File: src/rtl/fetch_unit.sv
// Instruction fetch unit: issues one word request at a time to the memory
// controller, buffers returned words with their PC in a small circular queue,
// and hands the queue head to the decoder. A redirect flushes the queue and
// retargets the PC; a word returning for a request made before a redirect is
// dropped.
module fetch_unit #(
   parameter int QUEUE_DEPTH = 4
) (
   input  logic        clk_in,
   input  logic        rst_in,
   input  logic        rdy_in,
   output logic        IF_MC_ask,
   output logic [31:0] IF_MC_Addr,
   input  logic        MC_IF_ok,
   input  logic [31:0] MC_IF_Inst,
   input  logic        jump_en,
   input  logic [31:0] jump_addr,
   output logic        IF_ID_valid,
   output logic [31:0] IF_ID_Inst,
   output logic [31:0] IF_ID_PC,
   input  logic        ID_IF_ready
);

   localparam int PTR_W = (QUEUE_DEPTH > 1) ? $clog2(QUEUE_DEPTH) : 1;
   localparam int CNT_W = $clog2(QUEUE_DEPTH + 1);
   localparam logic [CNT_W-1:0] DEPTH_C  = CNT_W'(QUEUE_DEPTH);
   localparam logic [CNT_W-1:0] CNT_ZERO = {CNT_W{1'b0}};
   localparam logic [CNT_W-1:0] CNT_ONE  = CNT_W'(1);
   localparam logic [PTR_W-1:0] PTR_ZERO = {PTR_W{1'b0}};
   localparam logic [PTR_W-1:0] PTR_ONE  = PTR_W'(1);

   typedef enum logic [0:0] {
      ST_IDLE = 1'b0,
      ST_WAIT = 1'b1
   } state_t;

   state_t             state_r;
   logic [31:0]        pc_r;
   logic               ask_r;
   logic [31:0]        addr_r;
   logic               discard_r;
   logic [CNT_W-1:0]   count_r;
   logic [PTR_W-1:0]   head_r;
   logic [PTR_W-1:0]   tail_r;
   logic [31:0]        inst_q_r [QUEUE_DEPTH];
   logic [31:0]        pc_q_r   [QUEUE_DEPTH];

   logic               push_s;
   logic               pop_s;
   logic               unused_jump_lsb_s;

   // The redirect target is word aligned, so its two low bits are never used.
   assign unused_jump_lsb_s = ^jump_addr[1:0];

   assign IF_MC_ask   = ask_r;
   assign IF_MC_Addr  = addr_r;
   assign IF_ID_valid = (count_r != CNT_ZERO);
   assign IF_ID_Inst  = inst_q_r[head_r];
   assign IF_ID_PC    = pc_q_r[head_r];

   // Decide whether the queue pushes a returned word and/or pops the head this cycle.
   always_comb begin
      push_s = 1'b0;
      pop_s  = 1'b0;
      if (rst_in && rdy_in && !jump_en) begin
         push_s = (state_r == ST_WAIT) && MC_IF_ok && !discard_r;
         pop_s  = (count_r != CNT_ZERO) && ID_IF_ready;
      end else begin
         push_s = 1'b0;
         pop_s  = 1'b0;
      end
   end

   // Store the returned word and its PC in the tail slot.
   always_ff @(posedge clk_in) begin
      if (push_s) begin
         inst_q_r[tail_r] <= MC_IF_Inst;
         pc_q_r[tail_r]   <= pc_r;
      end
   end

   // Request FSM, PC, discard flag and queue bookkeeping.
   always_ff @(posedge clk_in) begin
      if (!rst_in) begin
         state_r   <= ST_IDLE;
         pc_r      <= 32'h0000_0000;
         ask_r     <= 1'b0;
         addr_r    <= 32'h0000_0000;
         discard_r <= 1'b0;
         count_r   <= CNT_ZERO;
         head_r    <= PTR_ZERO;
         tail_r    <= PTR_ZERO;
      end else if (rdy_in) begin
         if (jump_en) begin
            // Redirect: flush the queue; an in-flight word must not land.
            pc_r    <= {jump_addr[31:2], 2'b00};
            count_r <= CNT_ZERO;
            head_r  <= PTR_ZERO;
            tail_r  <= PTR_ZERO;
            case (state_r)
               ST_WAIT: begin
                  if (MC_IF_ok) begin
                     state_r   <= ST_IDLE;
                     ask_r     <= 1'b0;
                     discard_r <= 1'b0;
                  end else begin
                     discard_r <= 1'b1;
                  end
               end
               default: begin
                  state_r <= ST_IDLE;
                  ask_r   <= 1'b0;
               end
            endcase
         end else begin
            if (push_s) begin
               tail_r <= tail_r + PTR_ONE;
            end
            if (pop_s) begin
               head_r <= head_r + PTR_ONE;
            end
            case ({push_s, pop_s})
               2'b10:   count_r <= count_r + CNT_ONE;
               2'b01:   count_r <= count_r - CNT_ONE;
               default: count_r <= count_r;
            endcase
            case (state_r)
               ST_IDLE: begin
                  // Only ask when a free slot is guaranteed for the reply.
                  if (count_r < DEPTH_C) begin
                     ask_r   <= 1'b1;
                     addr_r  <= pc_r;
                     state_r <= ST_WAIT;
                  end else begin
                     ask_r <= 1'b0;
                  end
               end
               ST_WAIT: begin
                  if (MC_IF_ok) begin
                     ask_r     <= 1'b0;
                     state_r   <= ST_IDLE;
                     discard_r <= 1'b0;
                     if (!discard_r) begin
                        pc_r <= pc_r + 32'd4;
                     end
                  end
               end
               default: begin
                  state_r <= ST_IDLE;
                  ask_r   <= 1'b0;
               end
            endcase
         end
      end
   end

endmodule

File: config.mk
export PLATFORM = sky130hd
export DESIGN_NAME = fetch_unit
export DESIGN_NICKNAME = d
export VERILOG_FILES = /design/src/rtl/fetch_unit.sv
export SDC_FILE = /design/constraint.sdc
export NUM_CORES = 1
export LEC_CHECK = 0
export ABC_CLOCK_PERIOD_IN_PS = 3500
export CORE_ASPECT_RATIO = 1.1
export CORE_UTILIZATION = 25
export CTS_BUF_LIST = sky130_fd_sc_hd__clkbuf_2 sky130_fd_sc_hd__clkbuf_4 sky130_fd_sc_hd__clkbuf_8
export CTS_CLUSTER_DIAMETER = 60
export DETAILED_ROUTE_END_ITERATION = 12
export SETUP_SLACK_MARGIN = 0.5
export SLEW_MARGIN = 10
export SYNTH_ARGS = -nofsm -noshare
export SYNTH_HDL_FRONTEND = slang
export SYNTH_SLANG_ARGS = --single-unit
File: constraint.sdc
create_clock -name clk_in -period 3.5 [get_ports clk_in]
set_input_delay 0.7 -clock clk_in [delete_from_list [all_inputs] [get_ports clk_in]]
set_output_delay 0.7 -clock clk_in [all_outputs]
set_load 0.03 [all_outputs]
==> results of run 1 <==
-- through the flow --
stage | area, um2 | instances | setup slack (ns)
6_report | 16300 | 1716 | 0.549
5_1_grt | 16300 | 1716 | 0.443
4_1_cts | 16300 | 1716 | 0.267
3_5_place_dp | 15300 | 1623 | 0.465
3_3_place_gp | 15300 | 1623 | 0.458
2_1_floorplan | 12800 | 836 | 0.924
-- cell families (layout without fill, tap and decap cells) --
logic type	after synthesis	in the layout	synth area share
flops	320	320	0.696
compound gates	138	138	0.0690
other cells	1	4	0.000294
xor+xnor	1	1	0.000686
fa+ha+maj	6	6	0.00647
mux	64	64	0.111
buf+inv	78	298	0.0274
simple gates	225	225	0.0893
-- registers in the layout (all words and copies together) (netlist names), named ones only --
| name | cells |
|---|---|
| state_r | 1 |
| pc_r | 30 |
| count_r | 3 |
| inst_q_r | 128 |
| IF_MC_Addr | 30 |
| pc_q_r | 120 |
| discard_r | 1 |
| tail_r | 2 |
| head_r | 2 |
| IF_MC_ask | 1 |
-- cell usage after synthesis (2+ instances only) --
cell	n
a211o_1	3
a211oi_1	6
a21o_1	2
a21oi_1	53
a22oi_1	5
a31o_2	2
a31oi_1	12
a41o_1	2
and2_1	3
and3_1	15
and4_1	8
buf_1	2
buf_2	10
buf_4	8
clkbuf_1	42
clkbuf_2	2
dfxtp_1	72
edfxtp_1	248
ha_1	5
inv_1	12
mux2i_1	2
mux4_2	62
nand2_1	83
nand2b_1	4
nand3_1	23
nand4_1	16
nand4b_1	2
nor2_1	28
nor2b_1	2
nor3_1	16
nor4_1	9
o2111ai_1	2
o211ai_1	8
o21a_1	2
o21ai_0	17
o221ai_1	2
o22ai_1	4
o31a_1	3
o31ai_1	4
or3_1	3
or4_1	2
-- area by class of cell --
cell class,count,area [um2],area share
tap,660,826,0.0505
timing repair buffer,194,1940,0.119
clock inverter,26,230,0.0141
sequential,320,8900,0.545
multi-input combinational,438,3570,0.219
inverter,12,45.0,0.00276
clock buffer,66,833,0.0510
-- power groups by stage --
| stage | combinational, mW | sequential, mW | clock (mW) |
|---|---|---|---|
| 2_1_floorplan | 0.168 | 4.26 | 0 |
| 3_3_place_gp | 0.345 | 4.28 | 0 |
| 3_5_place_dp | 0.350 | 4.29 | 0 |
| 4_1_cts | 0.348 | 4.21 | 3.43 |
| 5_1_grt | 0.372 | 4.21 | 3.57 |
| 6_report | 0.346 | 4.21 | 3.31 |
-- worst paths after layout --
| kind | endpoint | start | depth (start not counted) | slack (ns) |
|---|---|---|---|---|
| max reg2reg | count_r[2]$_SDFFE_PN0P_ | count_r[0]$_SDFFE_PN0P_ | 6 | 0.95 |
| min reg2reg | IF_MC_Addr[10]$_SDFFE_PN0P_ | IF_MC_Addr[10]$_SDFFE_PN0P_ | 2 | 0.45 |
| max | IF_ID_PC[4] | flop | 3 | 0.55 |
| min | IF_MC_Addr[10]$_SDFFE_PN0P_ | IF_MC_Addr[10]$_SDFFE_PN0P_ | 2 | 0.45 |
-- critical path, stage by stage (launching register included) --
cell,delay (ns)
dfxtp_4,0.40
buf_16,0.23
mux4_2,0.59
dlygate4sd2_1,0.39
-- routing by layer --
metal,GRT usage,share of wire,vias up
met5,0,0.00046,-
met4,0.0420,0.024,2
met3,0.0346,0.069,54
met2,0.208,0.49,238
met1,0.155,0.42,3988
li1,-,-,3663
-- what timing repair did --
action | in CTS | in global routing
gates cloned | 0 | 0
pin swaps | 0 | 0
resized for setup | 51 | 18
setup endpoints to repair | 62 | 28
buffers inserted | 1 | 0
==> metrics, run 1 <==
post-synth top area share 0.583; worst rel slew slack 0.453; Post-synth EDFFs about 250; setup violators final 0; mapped cell area 0.0128 mm2; Seq cells post-synth 320; Post-synth ARST share 0; Final Power 7.86 mW; area leader, netlist edfxtp_1; Max FO, Critical Path 26; register area share after synthesis 0.696; Logic pwr share 0.044; final hold viol count 0; kind of critical path reg2out; commonest non-fill, non-tap cell in the layout edfxtp_1; Final #Nets between 1000 and 1500; Fin Clk Skew ~0.034 ns; total routed wirelength 32.9 mm; GR Util All Layers 0.125; Initial DRC Count 548; WL/cell around 19 um; global-route wire length before repair ~50 mm; Pre-antenna DRT Iters 5; Max Freq 0.339 GHz; period utilization 0.843; switching share of power 0.219; Starting Density 0.254; via/cell ratio between 4 and 5; # clock sinks 320; Clock Path Buffers 3; ys flop type edfxtp_1; Synth Instances 833; Crit path required time between 2 and 3 ns; IO Port Bufs between 150 and 200; worst min path class reg2reg; latest clock arrival within the worst-skew pair around 0.60 ns; Core ar. 0.0503 mm2; run status completed; Fillers 4887; CP startpoint kind flop; total number of vias just under 8000; Inserted Diodes 0; drt drc 0; Leak about 5.3 nW; Final ANT Viol Nets 0; Int Pwr slightly above 6 mW; syn_area_per_cell roughly 15 um2; Final min period about 3.0 ns; CTS root buffer clkbuf_8; GPL Wtd Cong approximately 0.81; Die X 218 um; worst vdd ir 0.000211 V; final core occ 0.325; area of the die 0.0520 mm2; Clk pwr share 0.421; Max Cap Viol 0; largest net degree at the start of global routing 60; pwr dens about 480 mW/mm2; yosys warns 0; Flop pwr share 0.535; Final Max Slew Viols 0; hold buffer count at CTS 0; post-synth cell types just under 70; Setup TNS 0 ns; Net Switching about 1.7 mW; Worst-path clk slew 0.06 ns; layout cells sized above 1 0.184; # rows 86; most frequent cells in the layout edfxtp_1 (248), clkdlybuf4s50_1 (98), nand2_1 (83), dfxtp_1 (70), mux4_2 (62); worst slew pin tran slightly above 0.8 ns; worst hold slack approximately 0.45 ns; GRT overflow 0; Die Y 239 um; initial antenna violation count 2; vias in the first global route 8029; Crit. End Element output pin; area grow syn2layout 27.9%; H-tree Lvls 2; RSZ-0062 raised after global routing yes; CTS tree done; Top Ports between 150 and 200; Num CTS Buffers 50; DP HPWL 21.3 mm; top post-synthesis cells by area edfxtp_1 (58%), dfxtp_1 (11%), mux4_2 (11%); WP data arrival between 2 and 2.5 ns
No activity file was read; power rests on OpenSTA's default activity.
==> inputs of run 2 (changes only) <==
--- a/config.mk
+++ b/config.mk
@@ -5,7 +5,7 @@
 export SDC_FILE = /design/constraint.sdc
 export NUM_CORES = 1
 export LEC_CHECK = 0
-export ABC_CLOCK_PERIOD_IN_PS = 3500
+export ABC_CLOCK_PERIOD_IN_PS = 2800
 export CORE_ASPECT_RATIO = 1.1
 export CORE_UTILIZATION = 25
 export CTS_BUF_LIST = sky130_fd_sc_hd__clkbuf_2 sky130_fd_sc_hd__clkbuf_4 sky130_fd_sc_hd__clkbuf_8
==> constraint.sdc (replaced) <==
create_clock -name clk_in -period 2.8 [get_ports clk_in]
set_input_delay 0.56 -clock clk_in [delete_from_list [all_inputs] [get_ports clk_in]]
set_output_delay 0.56 -clock clk_in [all_outputs]
set_load 0.03 [all_outputs]
==> run 2 against run 1 <==
Effect of this change:
- core utilization up 1.5 points
- die area unchanged
- first-iteration DRC count is 8.2% higher
- final area grew 4.6%
- clock skew down 0.015 ns
- worst hold slack improved by 0.00098 ns
- combinational power grew 34%
- largest cell class unchanged
==> metrics, run 2 (synthesis gave the netlist of run 1 again) <==
worst hold slack 0.455 ns (+0.000983 ns); H-tree Lvls 2 (unchanged); vias in the first global route 8406 (+4.7%); worst rel slew slack 0.612 (+0.159); global-route wire length before repair 51.9 mm (+6.4%); area grow syn2layout 33.8%; kind of critical path reg2out; Max Cap Viol 0 (unchanged); CTS root buffer clkbuf_8; Crit. End Element output pin; worst slew pin tran 0.582 ns (-0.232 ns); # rows 86 (unchanged); setup violators final 0 (unchanged); initial antenna violation count 2 (unchanged); Core ar. 0.0503 mm2 (unchanged); CTS tree done; pwr dens 584 mW/mm2 (+21%); layout cells sized above 1 0.274 (+0.0904); drt drc 0 (unchanged); Worst path max stage delay 0.55 ns (-0.04 ns); GRT overflow 0 (unchanged); largest net degree at the start of global routing 44 (-27%); hold buffer count at CTS 0 (unchanged); Setup WS pre-CTS 0.160 ns (-0.305 ns); Largest regs inst_q_r (128), pc_q_r (120); Final #Nets 1132 (+3.7%); most frequent cells in the layout edfxtp_1 (248), clkdlybuf4s50_1 (95), nand2_1 (83), dfxtp_1 (69), buf_6 (67); final setup margin 0.150 ns (-0.399 ns); Max Freq 0.377 GHz; RSZ-0062 raised after global routing yes; Starting Density 0.254 (unchanged); Die Y 239 um (unchanged); sum of buffers and inverters on the critical path 4 (+2); final hold viol count 0 (unchanged); max reg flops 128 (unchanged); Initial DRC Count 593 (+8.2%); Critical-path top delay cell mux4_2; Top Ports 168 (unchanged); area of the die 0.0520 mm2 (unchanged); GPL Wtd Cong 0.856 (+6.1%); WP data arrival 2.09 ns (-0.16 ns); via/cell ratio 4.69 (+1.2%); # clock sinks 320 (unchanged); largest reg by FF count inst_q_r; Final min period ~2.6 ns; worst vdd ir 0.000256 V (+21%); Pre-antenna DRT Iters 5 (unchanged); run status completed; CP dominant cell by count buf_12; Leak 5.59 nW (+4.8%); CP startpoint kind flop; WL/cell 19.9 um (+3.9%); Clock Path Buffers 3 (unchanged); total placed cells including tap cells 1640 (+1.0%); Max FO, Critical Path 7 (-73%); Crit path required time 2.24 ns (-0.56 ns); GR Util All Layers 0.134 (+0.00864); total number of vias 8243 (+3.8%); latest clock arrival within the worst-skew pair 0.60 ns (about the same); worst min path class reg2reg; Die X 218 um (unchanged); final cell count without fillers 1759 (+2.5%); Num CTS Buffers 52 (+4.0%); Final Max Slew Viols 0 (unchanged); Fin Clk Skew 0.0193 ns (-0.0150 ns); critical path cell sequence buf_12 -> buf_12 -> buf_16 -> mux4_2 -> buf_6; Crit path max-delay family buffers and inverters; Setup TNS 0 ns (unchanged); total routed wirelength 35.0 mm (+6.5%); commonest non-fill, non-tap cell in the layout edfxtp_1; Worst-path clk slew 0.06 ns (about the same); DP HPWL 22.4 mm (+4.9%); period utilization 0.946; Final ANT Viol Nets 0 (unchanged); IO Port Bufs 161 (unchanged)
## run 2: final timing paths
kind | start | to | slack [ns] | depth (start not counted)
worst max register to register | pc_r[23]$_SDFFE_PN0P_ | pc_r[28]$_SDFFE_PN0P_ | 0.64 | 4
worst min register to register | IF_MC_Addr[6]$_SDFFE_PN0P_ | IF_MC_Addr[6]$_SDFFE_PN0P_ | 0.45 | 2
worst min-delay path | IF_MC_Addr[6]$_SDFFE_PN0P_ | IF_MC_Addr[6]$_SDFFE_PN0P_ | 0.45 | 2
worst max-delay path | flop | IF_ID_PC[29] | 0.15 | 5
## run 2: routing by layer
metal / vias up / global-route usage / share of wire
met3: 60 / 0.0298 / 0.061
met4: 2 / 0.0448 / 0.024
met2: 266 / 0.226 / 0.49
met1: 4177 / 0.168 / 0.43
li1: 3738 / - / -
met5: - / 0 / 0.00049
## run 2: where the power goes
| part | internal, mW | switching (mW) | total (mW) |
|---|---|---|---|
| combinational | 0.211 | 0.254 | 0.465 |
| sequential | 5.16 | 0.0931 | 5.25 |
| clock | 2.39 | 1.87 | 4.27 |
| total | 7.76 | 2.22 | 9.98 |
## run 2: cell type report
type	instances	area, um2
fill	4830	33200
sequential	320	8900
multi-input combinational	438	3580
timing repair buffer	232	2640
clock buffer	76	915
tap	660	826
clock inverter	20	185
inverter	12	45.0
antenna	1	2.50
## run 2: per-stage QoR
| step | area (um2) | util | power [mW] |
|---|---|---|---|
| after floorplan | 12800 | - | 5.54 |
| after global placement | 15500 | 0.308 | 5.80 |
| after detailed placement | 15500 | 0.308 | 5.81 |
| after CTS | 17000 | 0.338 | 10.1 |
| after global routing | 17100 | 0.340 | 10.3 |
| final | 17100 | 0.340 | 9.98 |
## run 2: timing repair
| item | in CTS | in global routing |
|---|---|---|
| resized for setup | 383 | 20 |
| setup buffers | 15 | 1 |
| endpoints found under the setup margin | 65 | 67 |
| cloned | 5 | 1 |
## run 2: worst register-to-register path, cell delays in order (launching register included)
cell and delay, ns:
dfxtp_1 0.62, nand4_2 0.28, or4_4 0.63, or3b_1 0.40
a31oi_1 0.17
